### src/rtl/muldiv_pkg.sv
// Shared types and constants for the iterative multiply/divide unit.
// Optional build macro used by muldiv_unit: MULDIV_FAST_MULT_EN.
package muldiv_pkg;

  localparam int MULDIV_WIDTH = 32;

  typedef enum logic [1:0] {
    MULT  = 2'b00,
    MULTU = 2'b01,
    DIV   = 2'b10,
    DIVU  = 2'b11
  } muldiv_op_t;

  typedef enum logic [2:0] {
    IDLE = 3'd0,
    PREP = 3'd1,
    CALC = 3'd2,
    FIX  = 3'd3,
    DONE = 3'd4
  } muldiv_state_t;

endpackage

### src/rtl/muldiv_step.sv
// One combinational iteration: shift-add (multiply) or restoring
// compare-subtract-shift (divide) on a 2*WIDTH accumulator.
module muldiv_step #(
  parameter int WIDTH = 32
) (
  input  logic [2*WIDTH-1:0] acc_i,
  input  logic [WIDTH-1:0]   opnd_i,
  input  logic               is_div_i,
  output logic [2*WIDTH-1:0] acc_o
);

  logic [WIDTH:0]   sum;
  logic [WIDTH:0]   rem_sh;
  logic [WIDTH-1:0] diff;

  always_comb begin
    // Multiply: {product_hi, multiplier} shifts right, carry enters at the top.
    sum    = {1'b0, acc_i[2*WIDTH-1:WIDTH]} + {1'b0, (acc_i[0] ? opnd_i : '0)};
    // Divide: {remainder, dividend/quotient} shifts left one bit per step.
    rem_sh = {acc_i[2*WIDTH-1:WIDTH], acc_i[WIDTH-1]};
    diff   = rem_sh[WIDTH-1:0] - opnd_i;
    if (is_div_i) begin
      if (rem_sh >= {1'b0, opnd_i}) acc_o = {diff, acc_i[WIDTH-2:0], 1'b1};
      else                          acc_o = {rem_sh[WIDTH-1:0], acc_i[WIDTH-2:0], 1'b0};
    end else begin
      acc_o = {sum, acc_i[WIDTH-1:1]};
    end
  end

endmodule

### src/rtl/muldiv_unit.sv
// HI/LO owning multiply/divide sequencer (MULT, MULTU, DIV, DIVU, MTHI/MTLO).
// Build macro MULDIV_FAST_MULT_EN: single-cycle multiplier for MULT/MULTU.
// Handshake: Start is accepted only in IDLE/DONE; Busy covers PREP..FIX;
// Done pulses for the single DONE cycle, when Hi/Lo hold the new result.
import muldiv_pkg::*;

module muldiv_unit #(
  parameter int WIDTH = MULDIV_WIDTH
) (
  input  logic              Clk,
  input  logic              Reset,
  input  logic              Start,
  input  logic [1:0]        Op,
  input  logic [WIDTH-1:0]  A,
  input  logic [WIDTH-1:0]  B,
  input  logic              HiWrite,
  input  logic              LoWrite,
  input  logic [WIDTH-1:0]  WrData,
  output logic              Busy,
  output logic              Done,
  output logic              DivZero,
  output logic [WIDTH-1:0]  Hi,
  output logic [WIDTH-1:0]  Lo,
  output muldiv_state_t     dbg_state
);

  localparam int CW = $clog2(WIDTH);

  muldiv_state_t      state_q, state_d;
  muldiv_op_t         op_q, op_d;
  logic [WIDTH-1:0]   a_q, a_d, b_q, b_d, opnd_q, opnd_d;
  logic [WIDTH-1:0]   hi_q, hi_d, lo_q, lo_d;
  logic [2*WIDTH-1:0] acc_q, acc_d, step_acc, prod;
  logic [CW-1:0]      cnt_q, cnt_d;
  logic               neg_lo_q, neg_lo_d, neg_hi_q, neg_hi_d;
  logic               divzero_q, divzero_d, busy_q, busy_d, done_q, done_d;
  logic               is_div, is_signed;
  logic [WIDTH-1:0]   mag_a, mag_b, quo, rem;

  muldiv_step #(.WIDTH(WIDTH)) u_step (
    .acc_i    (acc_q),
    .opnd_i   (opnd_q),
    .is_div_i (is_div),
    .acc_o    (step_acc)
  );

  always_comb begin
    state_d = state_q; op_d = op_q; a_d = a_q; b_d = b_q; opnd_d = opnd_q;
    hi_d = hi_q; lo_d = lo_q; acc_d = acc_q; cnt_d = cnt_q;
    neg_lo_d = neg_lo_q; neg_hi_d = neg_hi_q; divzero_d = divzero_q;
    is_div    = op_q[1];
    is_signed = ~op_q[0];
    mag_a = (is_signed && a_q[WIDTH-1]) ? -a_q : a_q;
    mag_b = (is_signed && b_q[WIDTH-1]) ? -b_q : b_q;
    quo   = acc_q[WIDTH-1:0];
    rem   = acc_q[2*WIDTH-1:WIDTH];
    prod  = neg_lo_q ? -acc_q : acc_q;
    case (state_q)
      IDLE, DONE: begin
        if (Start) begin
          op_d = muldiv_op_t'(Op); a_d = A; b_d = B;
          divzero_d = 1'b0;
          state_d = PREP;
        end else begin
          state_d = IDLE;
          if (HiWrite) hi_d = WrData;
          if (LoWrite) lo_d = WrData;
        end
      end
      PREP: begin
        neg_lo_d = is_signed & (a_q[WIDTH-1] ^ b_q[WIDTH-1]);
        neg_hi_d = is_signed & a_q[WIDTH-1];
        cnt_d    = CW'(WIDTH-1);
        if (is_div) begin
          acc_d = {{WIDTH{1'b0}}, mag_a}; opnd_d = mag_b;
        end else begin
          acc_d = {{WIDTH{1'b0}}, mag_b}; opnd_d = mag_a;
        end
        if (is_div && b_q == '0) begin
          divzero_d = 1'b1;
          state_d = FIX;
        end else begin
          state_d = CALC;
        end
      end
      CALC: begin
        acc_d = step_acc;
        cnt_d = cnt_q - 1'b1;
        if (cnt_q == '0) state_d = FIX;
`ifdef MULDIV_FAST_MULT_EN
        if (!is_div) begin
          acc_d   = (2*WIDTH)'(acc_q[WIDTH-1:0]) * (2*WIDTH)'(opnd_q);
          cnt_d   = '0;
          state_d = FIX;
        end
`endif
      end
      FIX: begin
        if (divzero_q) begin
          hi_d = a_q; lo_d = '1;
        end else if (is_div) begin
          lo_d = neg_lo_q ? -quo : quo;
          hi_d = neg_hi_q ? -rem : rem;
        end else begin
          {hi_d, lo_d} = prod;
        end
        state_d = DONE;
      end
      default: state_d = IDLE;
    endcase
    busy_d = (state_d == PREP) || (state_d == CALC) || (state_d == FIX);
    done_d = (state_d == DONE);
  end

  always_ff @(posedge Clk or posedge Reset) begin
    if (Reset) begin
      state_q <= IDLE; op_q <= MULT; a_q <= '0; b_q <= '0; opnd_q <= '0;
      hi_q <= '0; lo_q <= '0; acc_q <= '0; cnt_q <= '0;
      neg_lo_q <= 1'b0; neg_hi_q <= 1'b0; divzero_q <= 1'b0;
      busy_q <= 1'b0; done_q <= 1'b0;
    end else begin
      state_q <= state_d; op_q <= op_d; a_q <= a_d; b_q <= b_d; opnd_q <= opnd_d;
      hi_q <= hi_d; lo_q <= lo_d; acc_q <= acc_d; cnt_q <= cnt_d;
      neg_lo_q <= neg_lo_d; neg_hi_q <= neg_hi_d; divzero_q <= divzero_d;
      busy_q <= busy_d; done_q <= done_d;
    end
  end

  assign Busy      = busy_q;
  assign Done      = done_q;
  assign DivZero   = divzero_q;
  assign Hi        = hi_q;
  assign Lo        = lo_q;
  assign dbg_state = state_q;

endmodule

### config.mk
export PLATFORM = sky130hd
export DESIGN_NAME = muldiv_unit
export DESIGN_NICKNAME = d
export VERILOG_FILES = /design/src/rtl/muldiv_pkg.sv /design/src/rtl/muldiv_step.sv /design/src/rtl/muldiv_unit.sv
export SDC_FILE = /design/constraint.sdc
export NUM_CORES = 1
export LEC_CHECK = 0
export BUFFER_PORTS_ARGS = -buffer_cell sky130_fd_sc_hd__buf_4
export CORE_AREA = 2 2 207 158
export CTS_CLUSTER_DIAMETER = 40
export DETAILED_ROUTE_END_ITERATION = 10
export DIE_AREA = 0 0 209 160
export GPL_TIMING_DRIVEN = 0
export PLACE_DENSITY = 0.76
export SLEW_MARGIN = 20
export SYNTH_ARGS = -nofsm -noshare
export SYNTH_HDL_FRONTEND = slang
export SYNTH_SLANG_ARGS = --single-unit
### constraint.sdc
create_clock -name Clk -period 11.7 [get_ports Clk]
set_clock_uncertainty 0.15 [all_clocks]
set_input_delay 1.17 -clock Clk [delete_from_list [all_inputs] [get_ports Clk]]
set_output_delay 1.17 -clock Clk [all_outputs]
set_load 0.03 [all_outputs]
# Yosys cells after proc, flatten, opt, wreduce, memory -nomap -nowiden
# Cells that the tools add are included.
# op_classes
n_bitwise	4
n_eq_ne	13
n_mux	29
addsub	8
magnitude_cmp	1
reduce_logical	16
# op_table
cell	count
32-bit two-way mux	15
64-bit two-way mux	3
32-bit negator	4
32-bit one-hot mux with 2 select lines	2
64-bit one-hot mux with 2 select lines	1
64-bit negator	1
32-bit by 32-bit adder with 33-bit output	1
33-bit by 32-bit greater-or-equal comparator with 1-bit output	1
32-bit logical NOT	1
32-bit subtractor	1
3-bit by 2-bit equality test with 1-bit output (second input constant)	4
3-bit one-hot mux with 4 select lines	1
2-bit != test (second input constant)	5
5-bit one-hot mux with 2 select lines	1
3-bit AND reduction	3
3-bit by 1-bit equality test with 1-bit output (second input constant)	2
3-bit equality test (second input constant)	2
2-bit nonzero test	3
5-bit logical NOT	1
5-bit by 1-bit subtractor with 5-bit output (second input constant)	1
1-bit two-way mux	4
1-bit logical AND	3
3-bit logical NOT	1
3-bit two-way mux	1
7 further kinds	9
# totals
inputBits	103
out_inout_bits	70
elab_cells	85
reg_bits	239

# Depth between registers and ports, before layout
# Gate-level depths: netlist of run 1.
# depth
word_depth	7
ltp_mapped	14

# Modules after synthesis
# A second synthesis of run 1 with hierarchy kept.
# unflattened
hier_cells	2064
area_unflattened_um2	18026.0
# by_module_without_submodules
module	cells_per_inst	seq_area_each_um2	area_each_um2	instances
muldiv_unit	1418	5980.7	13442.9	1
muldiv_step	646	0.0	4583.1	1

# Least setup slack after synthesis of run 1
# OpenSTA, ideal clock, no wires.
# synth_path
kind	reg2reg
from	reg acc_q[0]
to	reg hi_q[4] (netlist: Hi[4])
required_ps	11418
setup_slack_ps	8267
arrival_time_ps	3151
path_buffers	2
setup_time_ps	132
synth_period_minus_slack_ps	3433
path_stages_with_launch	14
path_cell_list	dfrtp_1 > inv_1 > clkbuf_1 > ha_1 > nor2b_1 > nand4_1 > or3b_1 > clkbuf_1 > or4_1 > o21ai_2 > a31oi_1 > xor2_1 > o211ai_1 > o21ai_1
# synth_between
elab_chain_len	5
# synth_lines
item	line_no	text
start, declared	muldiv_unit.sv:33	logic [2*WIDTH-1:0] acc_q, acc_d, step_acc, prod;
start signal, assigned	muldiv_unit.sv:118	hi_q <= '0; lo_q <= '0; acc_q <= '0; cnt_q <= '0;
start signal, assigned	muldiv_unit.sv:123	hi_q <= hi_d; lo_q <= lo_d; acc_q <= acc_d; cnt_q <= cnt_d;
64-bit negator	muldiv_unit.sv:57	prod = neg_lo_q ? -acc_q : acc_q;
64-bit two-way mux	muldiv_unit.sv:57	
32-bit two-way mux	muldiv_unit.sv:101	end else if (is_div) begin
32-bit two-way mux	muldiv_unit.sv:99	if (divzero_q) begin
32-bit one-hot mux with 2 select lines	muldiv_unit.sv:58	case (state_q)
end signal, assigned	muldiv_unit.sv:118	
end signal, assigned	muldiv_unit.sv:123	
end, declared	muldiv_unit.sv:32	logic [WIDTH-1:0] hi_q, hi_d, lo_q, lo_d;
# No other way between the ends.
# A chain may end at the register's enable or synchronous reset.

# Worst setup path in the final report of run 1
# layout_path
from	reg acc_q[34]
to	reg acc_q[63]
# layout_between
elab_chain_len	4
word_cells_on_any_way	6
cone_classes	2 x add/sub; 1 x order compare; 3 x mux
# layout_lines
item	line_no	text
32-bit subtractor or 33-bit by 32-bit greater-or-equal comparator with 1-bit output (tied branches)	muldiv_step.sv:21, muldiv_step.sv:23	
64-bit two-way mux	muldiv_step.sv:23	if (rem_sh >= {1'b0, opnd_i}) acc_o = {diff, acc_i[WIDTH-2:0], 1'b1};
64-bit two-way mux (*)	muldiv_step.sv:22	if (is_div_i) begin
64-bit one-hot mux with 2 select lines (*)	muldiv_unit.sv:58	
# Every way passes the cells marked *; elsewhere a longest branch is shown, timed or not.

==> results of run 1 <==
==> where the power goes <==
part	switching, uW	internal, uW
clock	426	687
sequential	633	1220
combinational	2960	1710
==> layout make-up <==
cell class,count,area (um^2)
Tap cell,413,517
Sequential cell,239,5980
Buffer,124,487
Multi-Input combinational cell,1608,10700
Timing Repair Buffer,174,1350
Antenna cell,3,7.51
Inverter,74,285
Clock inverter,17,175
Fill cell,2697,11200
Clock buffer,47,1060
==> worst min-delay path: cells and delay by family (launching register included) <==
kind	cells	cell delay, ns
flip-flops	1	0.34
AND/OR/NAND/NOR	1	0.05
AO/OA/AOI/OAI	1	0.06
==> cells in the final DEF (no fill, tap or decap), types with 9 or more instances in the layout <==
master | Yosys | final
nand2_1 | 268 | 268
dfrtp_1 | 239 | 239
buf_4 | 0 | 172
o21ai_0 | 167 | 167
a21oi_1 | 156 | 156
nor2_1 | 138 | 138
xnor2_1 | 110 | 110
clkbuf_1 | 105 | 108
mux2i_1 | 80 | 80
inv_1 | 74 | 73
ha_1 | 69 | 69
xor2_1 | 65 | 65
mux2_2 | 58 | 58
o221ai_1 | 39 | 39
clkbuf_16 | 0 | 39
a21o_1 | 37 | 37
o31ai_1 | 33 | 33
nor3_1 | 32 | 31
nand3_1 | 21 | 21
a22oi_1 | 20 | 20
a31oi_1 | 18 | 18
nor4_1 | 18 | 18
nand2b_1 | 18 | 18
o211ai_1 | 18 | 18
a211oi_1 | 17 | 17
o21ai_1 | 15 | 15
nand4_1 | 14 | 14
nor2b_1 | 14 | 14
o41ai_1 | 14 | 14
a221o_1 | 14 | 14
buf_1 | 11 | 11
o21a_1 | 11 | 11
and2_1 | 10 | 10
and3_1 | 10 | 10
o311a_1 | 9 | 9
==> through the flow <==
stage               power [uW]  util, %  hold slack, ns  area [um^2]  worst slack, ns
floorplan                 4690        -           0.299        17400             3.82
global placement          6200     60.6           0.320        19200             1.09
detailed placement        6280     60.8           0.325        19300             7.24
CTS                       7410     64.7           0.338        20500             7.20
global route              7980     64.7           0.370        20500             6.88
finish                    7630     64.7           0.343        20500             6.89
==> layer usage <==
layer  up-vias  GRT usage, %  share of wire (%)
met5         -             0              0.019
met4         2          13.1                3.3
met3       157          14.3                 16
met2      1259          54.6                 38
met1      8542          62.0                 42
li1       7856             -                  -
==> state kept, by name (all words and copies together) (netlist names) <==
register	cells
Lo	32
dbg_state	3
Done	1
a_q	32
DivZero	1
Busy	1
b_q	32
acc_q	64
cnt_q	5
opnd_q	32
op_q	2
Hi	32
neg_lo_q	1
neg_hi_q	1
==> cells by family (layout without fill, tap and decap cells) <==
| kind of cell | count (synthesis) | after routing | synth area share, % |
|---|---|---|---|
| other | 0 | 3 | 0 |
| DFF | 239 | 239 | 34.3 |
| buffers and inverters | 198 | 436 | 4.39 |
| AOI/OAI and AO/OA | 628 | 628 | 23.1 |
| and+or+nand+nor | 596 | 596 | 15.8 |
| muxes | 138 | 138 | 8.35 |
| adders and majority gates | 71 | 71 | 5.19 |
| xor gates and xnor gates | 175 | 175 | 8.80 |
==> worst paths after layout <==
| check | startpoint | cells past startpoint | to | slack, ns |
|---|---|---|---|---|
| setup / recovery | acc_q[34] | 11 | acc_q[63] | 6.89 |
| hold / removal | opnd_q[5] | 2 | opnd_q[5] | 0.34 |
| setup reg to reg | acc_q[34] | 11 | acc_q[63] | 6.89 |
| hold reg to reg | opnd_q[5] | 2 | opnd_q[5] | 0.34 |
| max in group asynchronous | Reset | 3 | acc_q[63] | 10.04 |
| min in group asynchronous | Reset | 2 | b_q[15] | 0.51 |
==> out/results.ini, run 1 <==
[clock_network]
cts_buffers = 37
cts_buffer_depth = 3
clk_latency_ns = 0.54
cts_root_buffer = clkbuf_16
htree_levels = 2
cts_tree = yes
ctsResizeCount = 0
postCtsSetupBuffers = 0
clk_pin_slew_ns = 0.05
cts_num_sinks = 239
hold_buffers = 0

[layout]
syn2layout_area_growth_pct = 17.9
instances_no_fill = 2699
drive_gt1_share_pct = 14.1
nets = 2432

[route]
ant_nets = 0
vias_per_cell = 6.60
firstDrtPassIters = 6
first_iter_violations = 2354
route.detailed.drc = 0
vias = 17800
wirelength_mm = 69.5
wl_per_cell_um = 25.8

[die]
die-area_mm2 = 0.0334
core_mm2 = 0.0317
die_x_um = 209
die_y_um = 160
io_pins = 173
rows = 57
start_util_pct = 54.9

[yosys]
ys_seq_elements = 239
ys.warnings.count = 0
synth_area_mm2 = 0.0174
yosys-top-cells-count = nand2_1 (268), dfrtp_1 (239), o21ai_0 (167)
synth.avg_cell_area_um2 = 8.52
synth.largest_area_cell = dfrtp_1
async_flop_share_pct = 100
synth_edf_count = 0
synth_cells = 2045
ys_seq_area_share_pct = 34.3
syn-num-nets = 2219
yosysMostFrequentCell = nand2_1
ys_types = 76
netlist.area_leader.share_pct = 34.3
synth-main-ff-cell = dfrtp_1
synth.area.top_cells = dfrtp_1 (34%), nand2_1 (5.8%), xnor2_1 (5.5%)

[critical_path]
slowest_stage = a31oi_1
cp-start-kind = flip-flop
path_max_fanout = 10
path_class = reg2reg
end_kind = flip-flop
crit_buf_inv = 1
worstPathCellList = ha_1 -> nand2_1 -> a211o_1 -> a311oi_1 -> or2_2 -> a31oi_1 -> a31oi_1 -> buf_2 -> nand2_1 -> nor4_1 -> a211oi_1
max_stage_delay_ns = 0.88
required_ns = 11.95
arrival_ns = 5.06
path_delay_family = compound AO/OA/AOI/OAI gates

[grt]
grt_max_degree = 93
first_global_vias = 16500
grt_antenna_before_repair = 3
grt_pass1_wl_mm = 104
track_usage_pct = 41.2
globalRoute.totalOverflow = 0

[timing]
fmax_ghz = 0.208
slew_headroom_pct = 15.0
min_period_ns = 4.81
tightest_slew_ns = 1.27
finalMaxSlewViolations = 0
setup_viol = 0
setup_tns_ns = 0
fin_crit_sh_pct = 41.1
rsz0062_at_grt = no
hold_violations = 0

[pwr]
power_density_mw_per_mm2 = 372
leakagePower_uw = 0.00897
peakVddDrop_mv = 0.195

[placement]
routabilityCongestion = 1.05
place_inst = 2632
io_buffer_count = 172
dp_hpwl_mm = 55.0

[worst_hold_path]
hold_class = reg2reg

[status]
status = complete, no violations

[run]
maxCapViolCount = 0

(Power assumes the default switching activity.)
==> run 2: changes to the inputs <==
- clock period: 11.7 -> 4.9 ns (I/O delays scaled with it)
==> out/results.ini, run 2 (synthesis results as in run 1) <==
[status]
status = complete, no violations

[pwr]
intPower_uw = 8650  ; +140%
p_seq_share_pct = 24.0  ; -0.3 points
p_total_uw = 18400  ; +140%
leakagePower_uw = 0.00911  ; +1.5%
p_sw_share_pct = 53.0  ; +0.34 points
p_sw_uw = 9760  ; +140%
power_density_mw_per_mm2 = 887  ; +140%
peakVddDrop_mv = 0.413  ; +110%
clock_power_share_pct = 15.3  ; +0.7 points
comb_power_share_pct = 60.7  ; -0.5 points

[layout]
syn2layout_area_growth_pct = 19.2
layout_commonest_cell = nand2_1
num-fill-cells = 2661  ; -1.3%
instances_no_fill = 2715  ; +0.59%
largest_register_ffs = 64  ; unchanged
top_register = acc_q
final_cell_mix = nand2_1 (268), dfrtp_1 (239), buf_4 (172)
drive_gt1_share_pct = 14.8  ; +0.67 points
utilization_pct = 65.4  ; +0.72 points
nets = 2444  ; +0.49%

[die]
core_mm2 = 0.0317  ; unchanged
die_y_um = 160  ; unchanged
start_util_pct = 54.9  ; unchanged
die_x_um = 209  ; unchanged
io_pins = 173  ; unchanged
die-area_mm2 = 0.0334  ; unchanged
rows = 57  ; unchanged

[critical_path]
crit_buf_inv = 2  ; +1
path_class = reg2reg
arrival_ns = 4.99  ; -0.07 ns
slowest_stage = o21ai_0
crit_top_cell = o21ai_0
cp-start-kind = flip-flop
required_ns = 5.18  ; -6.77 ns
worstPathCellList = inv_1 -> clkbuf_1 -> nor2_1 -> ha_1 -> nand2_1 -> o21ai_0 -> nor2_1 -> a21o_1 -> o21ai_0 -> o21ai_0 -> o21a_1 -> o21a_1 -> a211oi_1
end_kind = flip-flop
path_delay_family = compound AO/OA/AOI/OAI gates
max_stage_delay_ns = 0.52  ; -0.36 ns
path_max_fanout = 10  ; unchanged

[clock_network]
clk_latency_ns = 0.55  ; about the same
cts_tree = yes
cts_root_buffer = clkbuf_16
htree_levels = 2  ; unchanged
cts_num_sinks = 239  ; unchanged
clk_pin_slew_ns = 0.06  ; about the same
cts_buffers = 40  ; +8.1%
postCtsSetupBuffers = 0  ; unchanged
cts_buffer_depth = 3  ; unchanged

[timing]
min_period_ns = 4.71  ; -0.0936 ns
tightest_slew_ns = 1.11  ; -0.158 ns
hold_violations = 0  ; unchanged
fmax_ghz = 0.212  ; +2.0%
setup_viol = 0  ; unchanged
fin_crit_sh_pct = 96.2  ; +55 points
setup_tns_ns = 0  ; unchanged
finalMaxSlewViolations = 0  ; unchanged
slew_headroom_pct = 25.8  ; +11 points
whs_ns = 0.0160  ; -0.327 ns
rsz0062_at_grt = no

[route]
wirelength_mm = 70.5  ; +1.5%
route.met2.wl_mm = 27.0  ; +1.4%
vias = 18100  ; +1.4%
routed-wl-met3_mm = 11.4  ; +2.3%
top_layer_used = met5
wl_met1_mm = 29.4  ; about the same
wl_per_cell_um = 26.0  ; +0.87%
firstDrtPassIters = 6  ; unchanged
route.detailed.drc = 0  ; unchanged
vias_per_cell = 6.65  ; +0.78%
ant_nets = 0  ; unchanged
first_iter_violations = 2384  ; +1.3%

[placement]
routabilityCongestion = 1.00  ; -4.4%
place_inst = 2638  ; +0.23%
io_buffer_count = 172  ; unchanged
dp_hpwl_mm = 56.2  ; +2.2%

[grt]
globalRoute.totalOverflow = 0  ; unchanged
first_global_vias = 16700  ; +1.5%
grt_pass1_wl_mm = 105  ; +0.88%
grt_max_degree = 34  ; -63%
grt_antenna_before_repair = 4  ; +1
track_usage_pct = 41.8  ; +0.59 points

[worst_hold_path]
hold_class = in2reg

[run]
maxCapViolCount = 0  ; unchanged

[run 2: path summary, 6_finish.rpt]
path                       startpoint          to  slack (ns)  depth (start not counted)
max reg2reg                  acc_q[0]   acc_q[63]        0.19                         13
min                              B[1]      b_q[1]        0.02                          3
max                          acc_q[0]   acc_q[63]        0.19                         13
min in group asynchronous       Reset     b_q[17]        0.41                          3
max in group asynchronous       Reset   acc_q[63]        3.14                          6
min reg2reg                opnd_q[12]  opnd_q[12]        0.33                          2
[run 2: layer usage]
metal / track usage, % / up-vias
met5: 0 / -
met4: 15.6 / 4
met3: 16.9 / 173
met2: 55.0 / 1344
met1: 60.8 / 8642
li1: - / 7898
[run 2: tightest hold or removal path: cells and delay by family]
family          cells  cell delay (ns)
compound gates      1             0.06
simple gates        1             0.04
buf+inv             1             0.08
[run 2: cell type report]
cell class | count | area [um^2] | area share, %
Antenna cell | 1 | 2.50 | 0.0121
Buffer | 124 | 488 | 2.35
Clock buffer | 44 | 1050 | 5.04
Clock inverter | 29 | 270 | 1.30
Inverter | 74 | 282 | 1.36
Multi-Input combinational cell | 1608 | 10700 | 51.5
Sequential cell | 239 | 5980 | 28.8
Tap cell | 413 | 517 | 2.49
Timing Repair Buffer | 183 | 1490 | 7.17
[run 2: repair_timing]
item,in CTS,in global routing
gates resized for setup,0,4
endpoints found under the hold margin,22,0
setup endpoints to repair,0,21
hold buffers,3,0
[run 2: through the flow]
stage          instance area [um^2]  setup slack, ns
5_1_grt                       20800           0.0163
4_1_cts                       20800           0.0978
6_report                      20800            0.185
2_1_floorplan                 17400             1.13
3_3_place_gp                  19200           -0.364
3_5_place_dp                  19400            0.156
[run 2: power groups by stage]
stage | clock network, uW | registers (uW) | logic, uW
finish | 2820 | 4420 | 11200
global route | 2910 | 4460 | 11900
CTS | 2820 | 4300 | 10800
detailed placement | 0 | 4330 | 10700
global placement | 0 | 4280 | 10500
floorplan | 0 | 4220 | 6980
